File: src/rtl/ysyx_23060025_axi_rd_master.sv
// ============================================================================
// Module      : ysyx_23060025_axi_rd_master
// Description : Single-outstanding AR/R read initiator. Returns one response
//               (first-beat data, merged status, latency) per request.
// Revision    : 1.0 - initial release
// ============================================================================
`default_nettype none

module ysyx_23060025_axi_rd_master #(
    parameter int ADDR_LEN = 32,
    parameter int DATA_LEN = 32,
    parameter int LAT_W    = 16
) (
    input  logic                clock,
    input  logic                reset,
    input  logic                req_valid_i,
    output logic                req_ready_o,
    input  logic [ADDR_LEN-1:0] req_addr_i,
    output logic                rsp_valid_o,
    input  logic                rsp_ready_i,
    output logic [DATA_LEN-1:0] rsp_data_o,
    output logic [1:0]          rsp_resp_o,
    output logic [LAT_W-1:0]    rsp_lat_o,
    output logic [ADDR_LEN-1:0] addr_r_addr_o,
    output logic                addr_r_valid_o,
    input  logic                addr_r_ready_i,
    input  logic [DATA_LEN-1:0] r_data_i,
    input  logic [1:0]          r_resp_i,
    input  logic                r_valid_i,
    input  logic                r_last_i,
    output logic                r_ready_o
);

    typedef enum logic [1:0] {
        S_IDLE = 2'd0,
        S_ADDR = 2'd1,
        S_DATA = 2'd2,
        S_RESP = 2'd3
    } state_t;

    localparam logic [1:0] C_OKAY   = 2'b00;
    localparam logic [1:0] C_SLVERR = 2'b10;

    state_t              state_q;
    logic [ADDR_LEN-1:0] addr_q;
    logic [LAT_W-1:0]    lat_q;
    logic [1:0]          acc_resp_q;
    logic                err_q;
    logic                first_q;
    logic                arvalid_q;
    logic                rready_q;
    logic                rsp_valid_q;
    logic [DATA_LEN-1:0] rsp_data_q;
    logic [1:0]          rsp_resp_q;
    logic [LAT_W-1:0]    rsp_lat_q;

    logic [LAT_W-1:0]    lat_d;
    logic [1:0]          acc_resp_d;
    logic [1:0]          final_resp_d;

    // DECERR outranks SLVERR; OKAY/EXOKAY carry no error weight
    function automatic logic [1:0] worst(input logic [1:0] a, input logic [1:0] b);
        logic [1:0] sa;
        logic [1:0] sb;
        sa = a[1] ? (a[0] ? 2'd3 : 2'd2) : 2'd0;
        sb = b[1] ? (b[0] ? 2'd3 : 2'd2) : 2'd0;
        return (sb > sa) ? b : a;
    endfunction

    always_comb begin
        lat_d        = (lat_q == {LAT_W{1'b1}}) ? lat_q : lat_q + 1'b1;
        acc_resp_d   = worst(acc_resp_q, r_resp_i);
        final_resp_d = C_OKAY;
        if (acc_resp_d[1]) begin
            final_resp_d = acc_resp_d;
        end else if (err_q) begin
            final_resp_d = C_SLVERR;
        end
    end

    always_ff @(posedge clock or posedge reset) begin
        if (reset) begin
            state_q     <= S_IDLE;
            addr_q      <= '0;
            lat_q       <= '0;
            acc_resp_q  <= C_OKAY;
            err_q       <= 1'b0;
            first_q     <= 1'b0;
            arvalid_q   <= 1'b0;
            rready_q    <= 1'b0;
            rsp_valid_q <= 1'b0;
            rsp_data_q  <= '0;
            rsp_resp_q  <= C_OKAY;
            rsp_lat_q   <= '0;
        end else begin
            case (state_q)
                S_IDLE: begin
                    if (req_valid_i) begin
                        addr_q     <= req_addr_i;
                        lat_q      <= '0;
                        acc_resp_q <= C_OKAY;
                        err_q      <= 1'b0;
                        first_q    <= 1'b1;
                        rsp_data_q <= '0;
                        rsp_lat_q  <= '0;
                        if (req_addr_i[1:0] != 2'b00) begin
                            rsp_resp_q  <= C_SLVERR;
                            rsp_valid_q <= 1'b1;
                            state_q     <= S_RESP;
                        end else begin
                            rsp_resp_q <= C_OKAY;
                            arvalid_q  <= 1'b1;
                            state_q    <= S_ADDR;
                        end
                    end
                end
                S_ADDR: begin
                    lat_q <= lat_d;
                    if (addr_r_ready_i) begin
                        arvalid_q <= 1'b0;
                        rready_q  <= 1'b1;
                        state_q   <= S_DATA;
                    end
                end
                S_DATA: begin
                    lat_q <= lat_d;
                    if (r_valid_i) begin
                        first_q    <= 1'b0;
                        acc_resp_q <= acc_resp_d;
                        if (first_q) begin
                            rsp_data_q <= r_data_i;
                        end
                        if (r_last_i) begin
                            rready_q    <= 1'b0;
                            rsp_valid_q <= 1'b1;
                            rsp_lat_q   <= lat_d;
                            rsp_resp_q  <= final_resp_d;
                            state_q     <= S_RESP;
                        end else begin
                            // a multi-beat reply to a single-beat request is an error
                            err_q <= 1'b1;
                        end
                    end
                end
                S_RESP: begin
                    if (rsp_ready_i) begin
                        rsp_valid_q <= 1'b0;
                        state_q     <= S_IDLE;
                    end
                end
                default: state_q <= S_IDLE;
            endcase
        end
    end

    assign req_ready_o    = (state_q == S_IDLE) && !reset;
    assign rsp_valid_o    = rsp_valid_q;
    assign rsp_data_o     = rsp_data_q;
    assign rsp_resp_o     = rsp_resp_q;
    assign rsp_lat_o      = rsp_lat_q;
    assign addr_r_addr_o  = addr_q;
    assign addr_r_valid_o = arvalid_q;
    assign r_ready_o      = rready_q;

endmodule

`default_nettype wire

File: config.mk
export PLATFORM = sky130hd
export DESIGN_NAME = ysyx_23060025_axi_rd_master
export DESIGN_NICKNAME = d
export VERILOG_FILES = /design/src/rtl/ysyx_23060025_axi_rd_master.sv
export SDC_FILE = /design/constraint.sdc
export NUM_CORES = 1
export LEC_CHECK = 0
export CELL_PAD_IN_SITES_DETAIL_PLACEMENT = 1
export CELL_PAD_IN_SITES_GLOBAL_PLACEMENT = 2
export CORE_UTILIZATION = 27
export DETAILED_ROUTE_END_ITERATION = 10
export PLACE_DENSITY = 0.72
export SYNTH_ARGS = -nofsm -noshare
export SYNTH_HDL_FRONTEND = slang
export SYNTH_SLANG_ARGS = --single-unit
File: constraint.sdc
create_clock -name clock -period 4.3 [get_ports clock]
set_input_delay 0.86 -clock clock [delete_from_list [all_inputs] [get_ports clock]]
set_output_delay 0.86 -clock clock [all_outputs]
set_load 0.05 [all_outputs]
# Yosys cells after proc, flatten, opt, wreduce, memory -nomap -nowiden
# Index checks and enable logic that the tools add are counted.
word_totals:
  reg_bits: 107
  inputBits: 73
  output_inout_bits: 86
  word_cells: 100
classes:
  addsub: 1
  n_lt_le_gt_ge: 1
  eq_ne: 13
  mux: 53
  n_reduce_logical: 20
op_table:
  columns: ["op", "n"]
  rows:
  - ["$mux 32", 3]
  - ["$mux 16", 4]
  - ["$pmux 16 s2", 2]
  - ["$pmux 32 s2", 1]
  - ["$mux 2", 17]
  - ["$reduce_and 4->1", 5]
  - ["$mux 1", 18]
  - ["$ne 2x2->1 const B", 9]
  - ["$add 16x1->16 const B", 1]
  - ["$eq 16x16->1 const B", 1]
  - ["$reduce_bool 2->1", 5]
  - ["$pmux 1 s2", 4]
  - ["$pmux 2 s2", 2]
  - ["$pmux 2 s4", 1]
  - ["$reduce_and 6->1", 1]
  - ["$reduce_and 5->1", 1]
  - ["$eq 2x2->1 const B", 2]
  - ["$reduce_and 2->1", 2]
  - ["$pmux 1 s3", 1]
  - ["$reduce_and 3->1", 1]
  - ["$reduce_bool 3->1", 1]
  - ["$eq 2x1->1 const B", 1]
  - ["$gt 2x2->1", 1]
  - ["$logic_not 2->1", 1]
  - ["3 further kinds", 3]

# Longest topological paths before layout
# Gate-level depths: netlist of the first run.
logic_depth:
  ltp_word: 8
  mapped_depth: 7
  mapped_depth_nobuf: 6

# Worst setup path before layout of the first run
# OpenSTA, ideal clock, no wires.
synth_timing:
  path_type: "reg-to-output"
  startpoint: "register state_q[0]"
  endpoint: "output req_ready_o"
  t_arrival_ns: 1.636
  t_required_ns: 3.440
  slack_ns: 1.804
  stages_incl_launch_ff: 5
  n_path_buf: 1
  path_cell_list: "dfrtp_1 inv_1 ha_1 buf_2 nor2b_1"
synth_via:
  elab_chain_cells: 2
synth_rtl:
  columns: ["element", "line", "text"]
  rows:
  - ["from (decl)", "44", "state_t state_q;"]
  - ["from (signal assigned)", "83", "state_q <= S_IDLE;"]
  - ["from (signal assigned)", "109", "state_q <= S_RESP;"]
  - ["from (signal assigned)", "113", "state_q <= S_ADDR;"]
  - ["$logic_not 2->1", "156", "assign req_ready_o = (state_q == S_IDLE) && !reset;"]
  - ["$logic_and 1x1->1", "156", null]
  - ["to (decl)", "17", "output logic req_ready_o,"]
# No other way between the ends.

# Worst setup path in the final report of the first run
# Ends and elaborated chain as after synthesis.

==> results of run 1 <==
## power groups by stage
stage               sequential, mW  combinational (mW)  clock (mW)
finish                        1.66                3.37       0.806
global route                  1.71                3.57       0.871
CTS                           1.66                3.40       0.843
detailed placement            1.67                3.39           0
global placement              1.65                3.34           0
floorplan                     2.83                1.04           0
## kinds of logic after synthesis
kind of cell / Yosys count
AND/OR/NAND/NOR: 102
multiplexers: 37
adder cells (fa/ha/maj): 10
buffers and inverters: 41
XOR/XNOR: 5
flip-flops: 107
AO/OA/AOI/OAI: 124
## cell usage in the layout, fill, tap and decap left out, types with 8 or more instances in the layout
cell / n
nand2_1: 32
inv_1: 14
dfrtp_1: 107
nand3_1: 12
o21ai_0: 23
buf_4: 9
nor2_1: 13
a21oi_1: 10
clkbuf_16: 9
clkdlybuf4s50_1: 158
ha_1: 10
o211ai_1: 8
a22o_1: 34
mux2_2: 35
## per-stage QoR
stage,cells,area [µm²]
final,812,7080
after global routing,812,7080
after floorplan,426,4970
after CTS,812,7080
after global placement,796,6800
after detailed placement,796,6800
## routing by layer
| metal | routed length (µm) | up-vias | GRT usage (%) |
|---|---|---|---|
| met5 | 0 | - | 0 |
| met4 | 179 | 0 | 5.25 |
| met3 | 1450 | 13 | 7.47 |
| met2 | 6980 | 115 | 26.5 |
| met1 | 5960 | 2031 | 18.7 |
| li1 | - | 1906 | - |
## worst max-delay path: cells and delay by family (launching register included)
family,cells,cell delay [ps]
adder cells (fa/ha/maj),1,480
AND/OR/NAND/NOR,1,190
buffers and inverters,2,950
flip-flops,1,420
## Yosys cell counts (all sizes together), types with 2 or more instances
cell type and instances:
dfrtp 107, mux2 35, a22o 34, nand2 32, o21ai 25, inv 15, nor2 14, buf 13
clkbuf 13, nand3 13, a21oi 10, ha 10, nor3 8, o211ai 8, or4 7, nand4 6
a22oi 5, a31oi 5, xnor2 5, and4 4, nor4 4, o22a 4, a21o 3, a221o 3
a32oi 3, and3 3, nand2b 3, o311a 3, o31a 3, a32o 2, and2 2, mux2i 2
nor2b 2, o2bb2ai 2, or3 2
## registers in the layout, summed over array words and instances (netlist names)
signal and flops:
state_q 2, first_q 1, rsp_valid_o 1, err_q 1, acc_resp_q 2, rsp_data_o 32
addr_r_addr_o 32, r_ready_o 1, rsp_resp_o 2, rsp_lat_o 16, addr_r_valid_o 1, lat_q 16
## worst paths after layout
kind                            slack [ps]         start            to
worst max-delay path                  1050    state_q[0]   req_ready_o
worst min-delay path                   480  rsp_lat_o[0]  rsp_lat_o[0]
worst max register to register        1870    state_q[0]  rsp_lat_o[5]
worst min register to register         480  rsp_lat_o[0]  rsp_lat_o[0]
max in group asynchronous             2500         reset      lat_q[3]
min in group asynchronous             1010         reset   rsp_valid_o
## layout make-up
class / instances / area (µm²)
Inverter: 15 / 58.8
Sequential cell: 107 / 2680
Multi-Input combinational cell: 278 / 2120
Fill cell: 1973 / 10900
Clock inverter: 7 / 60.1
Clock buffer: 9 / 225
Tap cell: 229 / 287
Timing Repair Buffer: 167 / 1650
==> impl_results.md, run 1 <==
- Utilization after layout: between 30% and 40%
- CTS Root Cell: clkbuf_16
- Maximum vdd ir drop: 457 µV
- Max-cap violations: 0
- Yosys warnings: 0
- Leak: 3.00 nW
- Gate power share: 57.8%
- Synthesized Nets: around 510
- Clock share of power: approximately 14%
- Switching part of the total: 48.8%
- Actual slew at the worst max-slew pin: around 920 ps
- Synth Area in Simple Gates: 11.9%
- Ports: 159
- Overall power: approximately 5.8 mW
- Setup Total Neg Slack: 0 ps
- Vias in the first global route: 4452
- Post-DR wirelength/cell: 17.9 µm
- Arrival time worst endpoint: roughly 2400 ps
- Drt drc: 0
- Ant. Diodes: 0
- Num CTS Buffers: 9
- Routability-driven placement congestion ratio: 0.729
- Place WS: 1160 ps
- Clk_lat worst skew: 350 ps
- Routed vias/inst: 5.01
- Synth unique cells: 61
- PortBufs: 158
- # setup viols final: 0
- Vias post-DR: 4065
- Routed wire length: 14.6 mm
- Final setup skew: 6.32 ps
- Compound-Gate Fraction of Synth Area: between 10% and 20%
- Max Fclk: 308 MHz
- Rows: 49
- Max-slew headroom: 38.4%
- Adder-cell share of the synthesized area: around 2.5%
- Deepest clock path buffer count: 2
- Xor and xnor area share after synthesis: 0.881%
- CTS Hold Bufs: 0
- Critical Path, Cell by Cell: inv_1, ha_1, nor2b_1, clkdlybuf4s50_1
- Initial antenna violation count: 0
- Final WS setup: ~1000 ps
- Routed Antenna Nets: 0
- Layout cell share with drive strength beyond 1: 12.9%
- R2R depth: 7
- Post-synthesis mux area share: 8.33%
- Initial cell density of the core: between 20% and 30%
- RSZ-0062 raised after global routing: no
- Crit-path max cell delay: 810 ps
- Async SR Flop Fraction: 100%
- Synth Flop Type: dfrtp_1
- Startpoint types: flip-flop
- Core area: 0.0180 mm²
- DRT iter0 DRCs: 123
- 1st-pass router iterations: 4
- Yosys reg bits: around 110
- Status: complete, no violations
- Die Span X: between 100 and 150 µm
- Setup bufs post-CTS: 0
- Area Overhead vs Synth: 42.4%
- Seq pwr share: 28.4%
- Min cycle time layout: 3250 ps
- Internal power: 2.98 mW
- Synth Cell Area: 0.00497 mm²
- Pwr Density: 823 mW/mm²
- GRT Total Usage: between 10% and 20%
- Crit-path slowest cell: clkdlybuf4s50_1
- CTS clock-pin slew for the worst setup and hold paths: 80 ps
- Max Fanout on Critical Path: 14
- Post-cts gate resize count: 0
- Die Span Y: 138 µm
- WP data required: roughly 3400 ps
- Post-synth EDFFs: 0
- Synth top area share: 53.9%
- WHS: 479 ps
- Min-delay worst type: reg -> reg
- Switch Pwr: 2.85 mW
- Largest cells by area after synthesis: dfrtp_1 (54%), mux2_2 (7.9%), a22o_1 (6.0%)
- Hold Fails Final Rpt: 0
- # clock sinks: approximately 110
- Critical Path Sink Type: primary output
- Sequential area share after synthesis: around 54%
- Final #Nets: 661
- First-pass GRT wire length: 23.6 mm
- Crit share post-route: 75.6%
- Slew Viols, Final: 0
- Hold depth: 2
- CTS tree: done
- Critical path type: reg -> out
- Top cell type by total area after synthesis: dfrtp_1
- Syn avg cell area: 11.7 µm²
- Post-synthesis cell count: 426
- DPL Wire Length: 10.7 mm
- GRT overflow: 0
- H-tree levels: 3
- Largest net degree at the start of global routing: 58
- Die Area: 0.0190 mm²
- Largest family of logic cells by synthesized area: compound AO/OA/AOI/OAI gates
Note: power is estimated with default switching activity, not from simulation.
==> inputs of run 2 (changes only) <==
- CORE_UTILIZATION: 27 -> 26
- PLACE_DENSITY: 0.72 -> 0.73
- clock period: 4.3 -> 2.7 ns (I/O delays scaled with it)
==> run 2 against run 1 <==
Effect of this change: combinational power increased by 61%; cell area grew 0.99%; sequential cell count did not move; critical path depth increased by 1; non-clock buffer count increased by 7; first-iteration DRC count down 9.8%; register-to-register slack worse by 1200 ps; sequential power rose by 59%; via count grew 1.7%; clock power grew 63%; highest routed layer unchanged.
==> impl_results.md, run 2 (synthesized netlist as in run 1, its figures left out) <==
- Most frequent cells in the layout: clkdlybuf4s50_1 (157), dfrtp_1 (107), mux2_2 (35)
- Routed Antenna Nets: 0 (unchanged)
- CTS Hold Bufs: 0 (unchanged)
- Num CTS Buffers: 9 (unchanged)
- Die Area: 0.0197 mm² (+3.8%)
- Hold Fails Final Rpt: 0 (unchanged)
- # setup viols final: 0 (unchanged)
- WL met3: 1.60 mm (+11%)
- Final setup skew: 5.95 ps (-0.364 ps)
- Critical Path Sink Type: primary output
- GRT overflow: 0 (unchanged)
- Min cycle time layout: 2230 ps
- Rows: 50 (+2.0%)
- Ant. Diodes: 0 (unchanged)
- Min-delay worst type: reg -> reg
- Worst R2R Start: lat_q[0]
- Actual slew at the worst max-slew pin: 690 ps (-227 ps)
- Max Fanout on Critical Path: 13 (-1)
- H-tree levels: 3 (unchanged)
- Max-cap violations: 0 (unchanged)
- WP data required: 2160 ps (-1280 ps)
- Die Span X: 140 µm (+1.9%)
- Die Span Y: 140 µm (+1.9%)
- Layout Cells excl Fill: 824 (+1.5%)
- Register Area: 0.00268 mm² (unchanged)
- Leak: 3.03 nW (+1.1%)
- Arrival time worst endpoint: 1690 ps (-700 ps)
- DRT met1 WL: 6.42 mm (+7.7%)
- Pwr Density: 1310 mW/mm² (+59%)
- Status: complete, no violations
- Overall power: 9.38 mW (+61%)
- Startpoint types: flip-flop
- Final #Nets: 668 (+1.1%)
- Maximum vdd ir drop: 700 µV (+53%)
- 1st-pass router iterations: 5 (+1)
- DP Cell Count: 808 (+1.5%)
- CTS tree: done
- Drt drc: 0 (unchanged)
- Routed vias/inst: 5.02 (+0.24%)
- Deepest clock path buffer count: 2 (unchanged)
- R2r setup slk: 650 ps (-1220 ps)
- Area Overhead vs Synth: 43.8%
- RSZ-0062 raised after global routing: no
- Layout cell share with drive strength beyond 1: 14.1% (+1.2 points)
- Setup Total Neg Slack: 0 ps (unchanged)
- Slew Viols, Final: 0 (unchanged)
- Core area: 0.0187 mm² (+3.8%)
- Ports: 159 (unchanged)
- Final WS setup: 468 ps (-580 ps)
- Max-slew headroom: 54.0% (+16 points)
- FILL cells: 2044 (+3.6%)
- Place WS: 352 ps (-803 ps)
- DPL Wire Length: 10.8 mm (+1.5%)
- Crit share post-route: 82.7%
- CP endpoint: req_ready_o
- Worst reg2reg path endpoint: rsp_lat_o[11]
- First-pass GRT wire length: 25.2 mm (+6.7%)
- Post-DR wirelength/cell: 18.5 µm (+2.9%)
- Largest net degree at the start of global routing: 108 (+86%)
- Initial antenna violation count: 0 (unchanged)
- Clk_lat worst skew: 350 ps (about the same)
- # clock sinks: 107 (unchanged)
- CTS Root Cell: clkbuf_16
- CTS clock-pin slew for the worst setup and hold paths: 80 ps (about the same)
- Post-cts gate resize count: 0 (unchanged)
- Area of the multi-input gates: 0.00213 mm² (+0.12%)
- Vias in the first global route: 4655 (+4.6%)
- Crit path from: state_q[0]
- PortBufs: 158 (unchanged)
- Most common cell after layout, fill and taps aside: clkdlybuf4s50_1
- Routability-driven placement congestion ratio: 0.741 (+1.7%)
- Met2 wire length: 6.96 mm (-0.34%)
- Max Fclk: ~450 MHz
- Initial cell density of the core: 26.6% (-1.0 points)
- Setup bufs post-CTS: 0 (unchanged)
- Critical path type: reg -> out
- DRT iter0 DRCs: 111 (-9.8%)
- Vias post-DR: 4135 (+1.7%)
- R2R depth: 5 (-2)
- Top Layer Used: met4
- Routed wire length: 15.2 mm (+4.5%)
- GRT Total Usage: 16.4% (+0.14 points)
## run 2: cell types whose count changed in the layout (fill, tap and decap cells not counted), sizes merged
| cell | change |
|---|---|
| clkinv | -4 |
| buf | +8 |
| clkinvlp | +2 |
| clkbuf | +1 |
| inv | +1 |
| clkdlybuf4s50 | -1 |
## run 2: layout make-up
cell class | count | area share (%)
sequential | 107 | 37.4
clock inverter | 6 | 0.752
tap | 234 | 4.09
clock buffer | 10 | 3.20
multi-input combinational | 278 | 29.7
timing repair buffer | 174 | 23.9
inverter | 15 | 0.840
## run 2: layer usage
metal	track usage, %	up-vias
li1	-	1912
met1	19.2	2068
met2	26.6	141
met3	7.25	14
met4	5.44	0
met5	0	-
## run 2: worst min path at each step
stage             startpoint       endpoint  slack [ps]  cells after the start
2_1_floorplan  acc_resp_q[1]  acc_resp_q[1]         470                      2
3_3_place_gp    rsp_lat_o[5]   rsp_lat_o[5]         460                      2
3_5_place_dp   rsp_lat_o[10]  rsp_lat_o[10]         480                      2
4_1_cts        rsp_lat_o[10]  rsp_lat_o[10]         500                      2
5_1_grt         rsp_lat_o[8]   rsp_lat_o[8]         520                      2
6_report       rsp_lat_o[10]  rsp_lat_o[10]         490                      2
## run 2: power breakdown
| group | internal [mW] | leakage, nW | switching [mW] |
|---|---|---|---|
| Clock | 0.648 | 0.136 | 0.664 |
| Sequential | 2.23 | 1.39 | 0.416 |
| Combinational | 1.94 | 1.51 | 3.49 |
| Total | 4.81 | 3.03 | 4.57 |
## run 2: critical path, stage by stage, from the launching register on
cell and delay [ps]:
dfrtp_1 430, inv_1 150, ha_1 180, buf_4 200, nor2b_1 160, buf_4 220
## run 2: through the flow
step           hold slack (ps)  instance area [µm²]  util (%)
3_3_place_gp               464                 6870      36.7
6_report                   490                 7150      38.2
5_1_grt                    524                 7150      38.2
3_5_place_dp               478                 6870      36.7
2_1_floorplan              475                 4970         -
4_1_cts                    496                 7150      38.2
